<file path="src/rtl/fpu_pkg.sv">
// Shared FPU definitions: flag bit positions, rounding-mode encodings, result classes.
// Latency: n/a (package only).
// Backpressure: n/a (package only).
package fpu_pkg;

    // Bit positions inside the 4-bit {NV, OF, UF, NX} flag vector.
    localparam int FLAG_NV = 3;
    localparam int FLAG_OF = 2;
    localparam int FLAG_UF = 1;
    localparam int FLAG_NX = 0;

    // rnd_mode encodings.
    localparam logic RND_RNE = 1'b0;
    localparam logic RND_RTZ = 1'b1;

    // Result class decided in S1, already resolved by priority.
    typedef enum logic [2:0] {
        CLS_FIN  = 3'd0,
        CLS_ZERO = 3'd1,
        CLS_INF  = 3'd2,
        CLS_NAN  = 3'd3,
        CLS_OVF  = 3'd4
    } fp_cls_e;

    // Canonical quiet NaN right-aligned in a wide word: sign 0, exponent all
    // ones, fraction MSB set. Callers slice off the low 1+exp_w+man_w bits.
    function automatic logic [127:0] canonical_nan(input int exp_w, input int man_w);
        logic [127:0] one;
        one = 128'd1;
        return (((one << exp_w) - one) << man_w) | (one << (man_w - 1));
    endfunction

endpackage

</file>
<file path="src/rtl/fpu_denorm_shifter.sv">
// Right-aligns {hidden, fraction, g, r, s} for a tiny result, folding shifted-out bits into sticky.
// Latency: combinational.
// Backpressure: none (pure datapath).
//   din   : {1'b1, man, grs}, MAN_W+4 bits
//   shamt : right shift amount, caller saturates it at MAN_W+3
//   dout  : {frac, g, r, s} after the shift, MAN_W+3 bits
module fpu_denorm_shifter #(
    parameter int MAN_W = 23,
    localparam int W    = MAN_W + 4,
    localparam int SH_W = $clog2(MAN_W + 4)
) (
    input  logic [W-1:0]    din,
    input  logic [SH_W-1:0] shamt,
    output logic [W-2:0]    dout
);

    logic [W-1:0] lost_mask;
    logic         sticky;

    assign lost_mask = ~({W{1'b1}} << shamt);
    assign sticky    = |(din & lost_mask);

    // The hidden-bit slot is dropped: callers always shift by at least one,
    // so that slot is empty after the shift.
    assign dout = (W-1)'(din >> shamt) | (W-1)'(sticky);

endmodule

</file>
<file path="src/rtl/fpu_result_pack.sv">
// Rounds and packs a normalized FPU result into IEEE format with per-beat and sticky flags.
// Latency: 2 cycles (S1 classify/denormalize, S2 round/pack), one beat per cycle.
// Backpressure: valid/ready; each stage loads when empty or draining, output held while stalled.
//   in_*        : beat (sign, signed biased exp, fraction, grs, classification, rnd_mode)
//   out_*       : packed {sign, exp, frac} result and {NV, OF, UF, NX} flags
//   flag_clr    : clears status_flags, which accumulates flags of accepted output beats
module fpu_result_pack
    import fpu_pkg::*;
#(
    parameter int EXP_W = 8,
    parameter int MAN_W = 23
) (
    input  logic               clk,
    input  logic               rst,
    input  logic               in_valid,
    output logic               in_ready,
    input  logic               in_sign,
    input  logic [EXP_W+1:0]   in_exp,
    input  logic [MAN_W-1:0]   in_man,
    input  logic [2:0]         in_grs,
    input  logic               in_invalid,
    input  logic               in_inf,
    input  logic               in_zero,
    input  logic               rnd_mode,
    output logic               out_valid,
    input  logic               out_ready,
    output logic [EXP_W+MAN_W:0] out_result,
    output logic [3:0]         out_flags,
    input  logic               flag_clr,
    output logic [3:0]         status_flags
);

    localparam int SH_W    = $clog2(MAN_W + 4);
    localparam int MAX_EXP = (1 << EXP_W) - 1;
    localparam logic [EXP_W-1:0] EXP_ONES = '1;
    localparam logic [EXP_W-1:0] EXP_MAXF = EXP_W'(MAX_EXP - 1);
    localparam logic [127:0] NAN_WIDE = canonical_nan(EXP_W, MAN_W);
    localparam logic [EXP_W+MAN_W:0] NAN_BITS = NAN_WIDE[EXP_W+MAN_W:0];

    // ---------------- S1: classify and denormalize ----------------
    logic signed [EXP_W+1:0] exp_s;
    logic                    tiny_d;
    fp_cls_e                 cls_d;
    logic [SH_W-1:0]         sh_amt;
    logic [MAN_W+2:0]        den_out;
    logic [EXP_W-1:0]        exp_d;
    logic [MAN_W-1:0]        frac_d;
    logic [2:0]              grs_d;
    int                      sh_full;

    assign exp_s  = $signed(in_exp);
    assign tiny_d = (exp_s <= 0);

    always_comb begin
        sh_full = 1 - int'(exp_s);
        sh_amt  = '0;
        if (tiny_d) begin
            sh_amt = (sh_full > MAN_W + 3) ? SH_W'(MAN_W + 3) : SH_W'(sh_full);
        end
    end

    fpu_denorm_shifter #(.MAN_W(MAN_W)) u_shift (
        .din   ({1'b1, in_man, in_grs}),
        .shamt (sh_amt),
        .dout  (den_out)
    );

    always_comb begin
        cls_d  = CLS_FIN;
        exp_d  = in_exp[EXP_W-1:0];
        frac_d = in_man;
        grs_d  = in_grs;
        if (in_invalid)                    cls_d = CLS_NAN;
        else if (in_inf)                   cls_d = CLS_INF;
        else if (in_zero)                  cls_d = CLS_ZERO;
        else if (int'(exp_s) >= MAX_EXP)   cls_d = CLS_OVF;
        if (tiny_d) begin
            exp_d  = '0;
            frac_d = den_out[MAN_W+2:3];
            grs_d  = den_out[2:0];
        end
    end

    logic             s1_valid;
    logic             s1_sign;
    fp_cls_e          s1_cls;
    logic             s1_tiny;
    logic             s1_rnd;
    logic [EXP_W-1:0] s1_exp;
    logic [MAN_W-1:0] s1_frac;
    logic [2:0]       s1_grs;
    logic             s2_load;

    assign s2_load  = !out_valid || out_ready;
    assign in_ready = !s1_valid || s2_load;

    always_ff @(posedge clk or posedge rst) begin
        if (rst) begin
            s1_valid <= 1'b0;
            s1_sign  <= 1'b0;
            s1_cls   <= CLS_FIN;
            s1_tiny  <= 1'b0;
            s1_rnd   <= RND_RNE;
            s1_exp   <= '0;
            s1_frac  <= '0;
            s1_grs   <= '0;
        end else if (in_ready) begin
            s1_valid <= in_valid;
            if (in_valid) begin
                s1_sign <= in_sign;
                s1_cls  <= cls_d;
                s1_tiny <= tiny_d;
                s1_rnd  <= rnd_mode;
                s1_exp  <= exp_d;
                s1_frac <= frac_d;
                s1_grs  <= grs_d;
            end
        end
    end

    // ---------------- S2: round and pack ----------------
    logic                     near_up;
    logic                     rnd_up;
    logic                     inexact;
    logic                     ovf_rnd;
    logic [EXP_W+MAN_W-1:0]   mag;
    logic [EXP_W+MAN_W:0]     ovf_res;
    logic [EXP_W+MAN_W:0]     res_d;
    logic [3:0]               flags_d;

    always_comb begin
        inexact = |s1_grs;
        near_up = s1_grs[2] && (s1_grs[1] || s1_grs[0] || s1_frac[0]);
        rnd_up  = (s1_rnd == RND_RNE) && near_up;
        // Exponent and fraction are added as one word so a fraction carry-out
        // bumps the exponent, including denormal -> minimum normal.
        mag     = {s1_exp, s1_frac} + (EXP_W+MAN_W)'(rnd_up);
        // Overflow after rounding is judged on the nearest-rounded value, so
        // RTZ reports OF when the nearest result would have been infinite.
        ovf_rnd = (s1_exp == EXP_MAXF) && (&s1_frac) && near_up;
        ovf_res = (s1_rnd == RND_RNE) ? {s1_sign, EXP_ONES, {MAN_W{1'b0}}}
                                      : {s1_sign, EXP_MAXF, {MAN_W{1'b1}}};
        res_d   = '0;
        flags_d = '0;
        case (s1_cls)
            CLS_NAN: begin
                res_d            = NAN_BITS;
                flags_d[FLAG_NV] = 1'b1;
            end
            CLS_INF:  res_d = {s1_sign, EXP_ONES, {MAN_W{1'b0}}};
            CLS_ZERO: res_d = {s1_sign, {(EXP_W+MAN_W){1'b0}}};
            CLS_OVF: begin
                res_d            = ovf_res;
                flags_d[FLAG_OF] = 1'b1;
                flags_d[FLAG_NX] = 1'b1;
            end
            default: begin
                if (ovf_rnd) begin
                    res_d            = ovf_res;
                    flags_d[FLAG_OF] = 1'b1;
                    flags_d[FLAG_NX] = 1'b1;
                end else begin
                    res_d            = {s1_sign, mag};
                    flags_d[FLAG_NX] = inexact;
                    flags_d[FLAG_UF] = s1_tiny && inexact;
                end
            end
        endcase
    end

    always_ff @(posedge clk or posedge rst) begin
        if (rst) begin
            out_valid  <= 1'b0;
            out_result <= '0;
            out_flags  <= '0;
        end else if (s2_load) begin
            out_valid <= s1_valid;
            if (s1_valid) begin
                out_result <= res_d;
                out_flags  <= flags_d;
            end
        end
    end

    // A clear wipes the old contents; the beat accepted in the same cycle survives.
    always_ff @(posedge clk or posedge rst) begin
        if (rst) begin
            status_flags <= '0;
        end else begin
            status_flags <= (flag_clr ? 4'b0 : status_flags)
                          | ((out_valid && out_ready) ? out_flags : 4'b0);
        end
    end

endmodule

</file>
<file path="config.mk">
export PLATFORM = sky130hd
export DESIGN_NAME = fpu_result_pack
export DESIGN_NICKNAME = d
export VERILOG_FILES = /design/src/rtl/fpu_pkg.sv /design/src/rtl/fpu_denorm_shifter.sv /design/src/rtl/fpu_result_pack.sv
export SDC_FILE = /design/constraint.sdc
export NUM_CORES = 1
export LEC_CHECK = 0
export CAP_MARGIN = 20
export CELL_PAD_IN_SITES_DETAIL_PLACEMENT = 1
export CELL_PAD_IN_SITES_GLOBAL_PLACEMENT = 1
export CORE_UTILIZATION = 42
export CTS_BUF_LIST = sky130_fd_sc_hd__clkbuf_2 sky130_fd_sc_hd__clkbuf_4 sky130_fd_sc_hd__clkbuf_8
export DETAILED_ROUTE_END_ITERATION = 10
export PLACE_DENSITY_LB_ADDON = 0.1
export SYNTH_ARGS = -nofsm -noshare
export SYNTH_HDL_FRONTEND = slang
export SYNTH_SLANG_ARGS = --single-unit
</file>
<file path="constraint.sdc">
create_clock -name clk -period 3.3 [get_ports clk]
set_clock_uncertainty 0.2 [all_clocks]
set_input_delay 0.66 -clock clk [delete_from_list [all_inputs] [get_ports clk]]
set_output_delay 0.66 -clock clk [all_outputs]
set_load 0.02 [all_outputs]
</file>
Word level (Yosys, flattened, before mapping) --
Index checks and enable logic that the tools add are counted.
Operators by class: add/sub/neg operators 2, multiplexer cells 21, bitwise operators 5, $lt $le $gt $ge 3, equality and inequality tests 5, reduce and logical (&&, ||, !) cells 19, shift operators 2
Operator list (count):
- 32-bit one-hot mux with 4 select lines | 1
- 31-bit by 1-bit adder with 31-bit output | 1
- 31-bit 2-to-1 mux | 1
- 27-bit AND | 1
- 27-bit NOT | 1
- 27-bit OR reduction | 1
- 27-bit by 5-bit left shift with 27-bit output (first input constant) | 1
- 27-bit by 5-bit right shift with 26-bit output | 1
- 26-bit by 1-bit bitwise OR with 26-bit output | 1
- 24-bit 2-to-1 mux | 1
- 23-bit 2-to-1 mux | 1
- 23-bit AND reduction | 1
- 3-bit 2-to-1 mux | 5
- 11-bit by 6-bit greater-than comparator with 1-bit output (second input constant) | 1
- 2-bit by 10-bit subtractor with 11-bit output (first input constant) | 1
- 10-bit by 9-bit >= comparator with 1-bit output (second input constant) | 1
- 10-bit by 1-bit less-or-equal comparator with 1-bit output (second input constant) | 1
- 5-bit 2-to-1 mux | 2
- 8-bit == test (second input constant) | 1
- 4-bit 2-to-1 mux | 2
- 8-bit 2-to-1 mux | 1
- 3-bit by 2-bit == test with 1-bit output (second input constant) | 2
- 1-bit logical AND | 6
- 3-bit OR reduction | 2
- other kinds (10) | 20
Storage, ports and cells: flip-flop bits (word level) 82, output and inout bits 42

Longest topological paths before layout --
depth in word-level cells 10, gate-level depth with buffers 15, gate-level depth less buffers 13

Cells and area by module --
From an unflattened synthesis, not the netlist that was laid out.
Unflattened totals: cells, all modules 723, area, all modules 6369.9 µm²
By module, submodules not included:
- fpu_result_pack | cells an instance 502, area each 4631.9 µm², times used 1
- fpu_denorm_shifter | cells an instance 221, area each 1737.9 µm², times used 1

Worst setup path before layout --
OpenSTA, ideal clock, no wires.
path kind input port to flip-flop, from in in_exp[1], to reg s1_frac[14], cell stages on the path 14, required time 3.035 ns, library setup time 0.065 ns, arrival time 3.758 ns, buffers on the path 3, setup slack -0.723 ns, cells stage by stage clkbuf_1 clkbuf_1 inv_1 ha_1 or3b_1 and2_1 a2bb2oi_1 or3_1 clkbuf_1 nor2_1 a22o_1 a221o_1 a2111oi_2 o22a_1
Between the ends: longest elaborated chain between the ends 7, elaborated cells between the ends (all ways) 8, those cells by class add/sub: 1; order compare: 2; shift: 1; mux: 3; bitwise: 1
RTL lines:
- start, declared | RTL line fpu_result_pack.sv:18 | input logic [EXP_W+1:0] in_exp,
- 2-bit by 10-bit subtractor with 11-bit output | RTL line fpu_result_pack.sv:55 | sh_full = 1 - int'(exp_s);
- 11-bit by 6-bit greater-than comparator with 1-bit output | RTL line fpu_result_pack.sv:58 | sh_amt = (sh_full > MAN_W + 3) ? SH_W'(MAN_W + 3) : SH_W'(sh_full);
- 5-bit 2-to-1 mux | RTL line fpu_result_pack.sv:58
- 5-bit 2-to-1 mux | RTL line fpu_result_pack.sv:57 | if (tiny_d) begin
- 27-bit by 5-bit right shift with 26-bit output | RTL line fpu_denorm_shifter.sv:25 | assign dout = (W-1)'(din >> shamt) | (W-1)'(sticky);
- 26-bit by 1-bit bitwise OR with 26-bit output | RTL line fpu_denorm_shifter.sv:25
- 23-bit 2-to-1 mux (*) | RTL line fpu_result_pack.sv:77 | if (tiny_d) begin
- end signal, assigned | RTL line fpu_result_pack.sv:115 | s1_frac <= frac_d;
- end, declared | RTL line fpu_result_pack.sv:90 | logic [MAN_W-1:0] s1_frac;
Mark *: on every way between the ends. The rest lies on a longest branch, timed or not. A chain may end at the register's enable or synchronous reset.

Worst setup path in the final report --
from in in_exp[0], to reg s1_grs[0]
Between the ends: longest elaborated chain between the ends 10, elaborated cells between the ends (all ways) 12, those cells by class add/sub: 1; order compare: 2; shift: 2; mux: 3; bitwise: 3; reduce/logical: 1
RTL lines:
- 2-bit by 10-bit subtractor with 11-bit output | RTL line fpu_result_pack.sv:55
- 11-bit by 6-bit greater-than comparator with 1-bit output | RTL line fpu_result_pack.sv:58
- 5-bit 2-to-1 mux | RTL line fpu_result_pack.sv:58
- 5-bit 2-to-1 mux | RTL line fpu_result_pack.sv:57
- 27-bit by 5-bit left shift with 27-bit output | RTL line fpu_denorm_shifter.sv:20 | assign lost_mask = ~({W{1'b1}} << shamt);
- 27-bit NOT | RTL line fpu_denorm_shifter.sv:20
- 27-bit AND | RTL line fpu_denorm_shifter.sv:21 | assign sticky = |(din & lost_mask);
- 27-bit OR reduction | RTL line fpu_denorm_shifter.sv:21
- 26-bit by 1-bit bitwise OR with 26-bit output | RTL line fpu_denorm_shifter.sv:25
- 3-bit 2-to-1 mux (*) | RTL line fpu_result_pack.sv:77
- end signal, assigned | RTL line fpu_result_pack.sv:116 | s1_grs <= grs_d;
- end, declared | RTL line fpu_result_pack.sv:91 | logic [2:0] s1_grs;
Marks and branches as above.

==> results.ini <==
[outcome]
outcome=finished with violations
violations=setup timing

[clock_network]
cts_tree=done
clock_path_buffers=2
htreeDepth=3
cts_buffers=9
clock_latency_ns=0.37
root_buffer=clkbuf_8
numClockSinks=82
clk_pin_slew_ns=0.08

[synthesis]
synth-compound-area-share_pct=31.0
syn_area_per_cell_um2=7.77
synth-seq-area-share_pct=32.7
synth_adder_area_share_pct=0.957
syn_nets=858
synth_top_family_by_area=compound AO/OA/AOI/OAI gates
yosysUniqueCellTypes=73
postSynthCellCount=808
synth_simple_gate_area_share_pct=21.6
synthArstFlopShare_pct=100
synth_area_mm2=0.00627
muxShareOfSynthArea_pct=3.89
yosysWarnings=0
synth_flop_cell=dfrtp_1
synth_edf_count=0
synth-seq-cells=82
synth-xor-area-share_pct=4.75

[floorplan]
coreArea_mm2=0.0145
chipHeight_um=124
die_area_mm2=0.0154
ios=88
die_w_um=124
fp-row-count=44
start_util_pct=43.2

[worst_setup_path]
cp-start-kind=input pin
crit_slowest_cell=clkdlybuf4s50_1
worst_path_most_repeated_cell=buf_4
path_cells=clkdlybuf4s50_1 > buf_4 > inv_1 > a31o_2 > buf_4 > buf_4 > o21ai_0 > o21ba_2 > o2bb2ai_1 > a2111oi_2 > a32oi_1 > nor4b_2 > a21oi_1
cp-end-kind=register
worstSetupPathType=in -> reg
max_stage_delay_ns=0.52
crit_arrival_ns=3.54
cp_max_fo=23
required_ns=3.34

[power_and_ir_drop]
switching_power_mw=1.40
p_comb_share_pct=40.2
total_leakage_power_nw=3.89
peakVddDrop_mv=0.218
p_per_area_mw_per_mm2=382
sw_frac_of_total_pct=38.7
total_power_mw=3.61
seq_power_share_pct=37.5
clkPwrFrac_pct=22.3
internal_power_mw=2.21

[sta]
maxSlewViolCount=0
max_freq_mhz=285
min_period_ns=3.51
setup_viol=14
tightest_slew_ns=0.717
layout_setup_ws_ns=-0.206
max_slew_margin_pct=51.8
period_share_pct=106
finalHoldViolCount=0
grt_setup_unrepaired=true

[grt]
grt_max_degree=50
antenna_found_initial=0
grt_pass1_vias=8311
grt.total_usage_pct=41.6
grt_pass1_wl_um=49700
grt_overflow_total=0

[route]
vias=8127
wl_per_cell_um=26.8
drt_iter0_markers=722
routed_wl_um=32800
viasPerCell=6.63
ant_nets=0
drc=0
drt_first_pass_iters=5

[placed_design]
postPlaceCellArea_mm2=0.00858
dp.final_hpwl_um=23700
port_buffers=87
gp_congestion=1.01

[job]
drv_cap=0

[final_layout]
mostFrequentLayoutCells=buf_4 (173), nand2_1 (81), dfrtp_1 (81), clkdlybuf4s50_1 (78), nor2_1 (75)
n_antenna_cell=0
drive_gt1_share_pct=30.4
finalInstanceArea_mm2=0.00944
areaGrowthSynthToFinish_pct=50.4
fin_nets=1087
final_common_cell=buf_4

[min_path]
min_path_type=reg -> reg

==> flip-flops by register name (all words and copies together), names as in the netlist <==
| name | count |
|---|---|
| s1_grs | 3 |
| out_result | 32 |
| s1_rnd | 1 |
| out_valid | 1 |
| s1_exp | 8 |
| s1_cls | 3 |
| out_flags | 4 |
| s1_tiny | 1 |
| s1_frac | 23 |
| s1_sign | 1 |
| s1_valid | 1 |
| status_flags | 4 |
==> worst max-delay path, delay by kind of cell <==
| family | cells | cell delay, ns |
|---|---|---|
| AO/OA/AOI/OAI | 7 | 1.43 |
| AND/OR/NAND/NOR | 1 | 0.28 |
| buffers and inverters | 5 | 1.15 |
==> power by group through the flow <==
stage	Sequential (mW)	Combinational, mW	Clock [mW]
3_5_place_dp	1.36	1.31	0
4_1_cts	1.34	1.36	0.806
6_report	1.35	1.45	0.804
2_1_floorplan	1.42	0.548	0
5_1_grt	1.37	1.52	0.837
3_3_place_gp	1.33	1.24	0
==> worst paths after layout <==
kind,start,end,slack [ns],cells past startpoint
worst max-delay path,in_exp[0],s1_grs[0],-0.21,13
worst min-delay path,out_result[27],out_result[27],0.29,2
worst max register to register,s1_rnd,out_result[23],0.12,12
max in group asynchronous,rst,out_result[3],1.73,3
min in group asynchronous,rst,out_result[21],0.51,2
worst min register to register,out_result[27],out_result[27],0.29,2
==> layout make-up <==
| class | instances | area, µm² |
|---|---|---|
| sequential | 82 | 2050 |
| clock inverter | 3 | 46.3 |
| tap | 184 | 230 |
| inverter | 25 | 110 |
| multi-input combinational | 646 | 4450 |
| clock buffer | 13 | 173 |
| timing repair buffer | 273 | 2370 |
| fill | 1715 | 5100 |
==> synthesized netlist by cell type (all sizes together), types with 6 or more instances <==
library cell   n  area (µm²)
xnor2         21         184
o21ai         83         415
o21a           9        67.6
nand2         85         319
inv           25        93.8
o221ai         8        70.1
nand3         36         180
a31oi          9        56.3
dfrtp         82        2050
or3            7        43.8
a221oi         7        61.3
a2111oi        6        77.6
xor2          13         114
and2           8        50.1
mux2i         21         210
buf           13        70.1
o31ai          7        52.6
nor4           9        77.6
nor2          85         319
a21oi         78         390
a211oi        11        82.6
o22ai         10        62.6
clkbuf        42         158
nand4          9        56.3
and3          10        62.6
or2            6        37.5
nor3          15        75.1
==> per-stage QoR <==
stage | instances | hold WS, ns | utilization [%] | worst slack (ns) | TNS [ns]
4_1_cts | 1218 | 0.292 | 62.4 | -0.0871 | -0.175
6_report | 1226 | 0.290 | 64.9 | -0.206 | -1.08
5_1_grt | 1226 | 0.312 | 64.9 | -0.300 | -2.50
2_1_floorplan | 808 | 0.239 | - | -0.294 | -2.89
3_5_place_dp | 1188 | 0.272 | 59.1 | -1.14 | -22.14
3_3_place_gp | 1188 | 0.257 | 59.1 | -1.04 | -19.01
==> repair_timing <==
action,CTS,global route
gates cloned,1,2
pin swaps,16,24
endpoints found under the setup margin,31,30
setup buffers,13,8
gates resized for setup,75,67
hold buffers,0,0
==> routing by layer <==
layer,global-route usage (%),part of all wire [%],vias up
met5,0,0,-
met4,19.5,5.9,0
met3,5.99,7.1,148
met2,71.2,48,507
met1,51.4,39,4023
li1,-,-,3449
==> logic make-up (layout without fill, tap and decap cells) <==
logic type / count (synthesis) / in the layout
xor+xnor: 34 / 34
flops: 82 / 82
fa+ha+maj: 5 / 5
buf+inv: 80 / 314
simple gates: 287 / 287
mux: 23 / 23
compound gates: 297 / 297
Power figures use the tool's default switching activity.
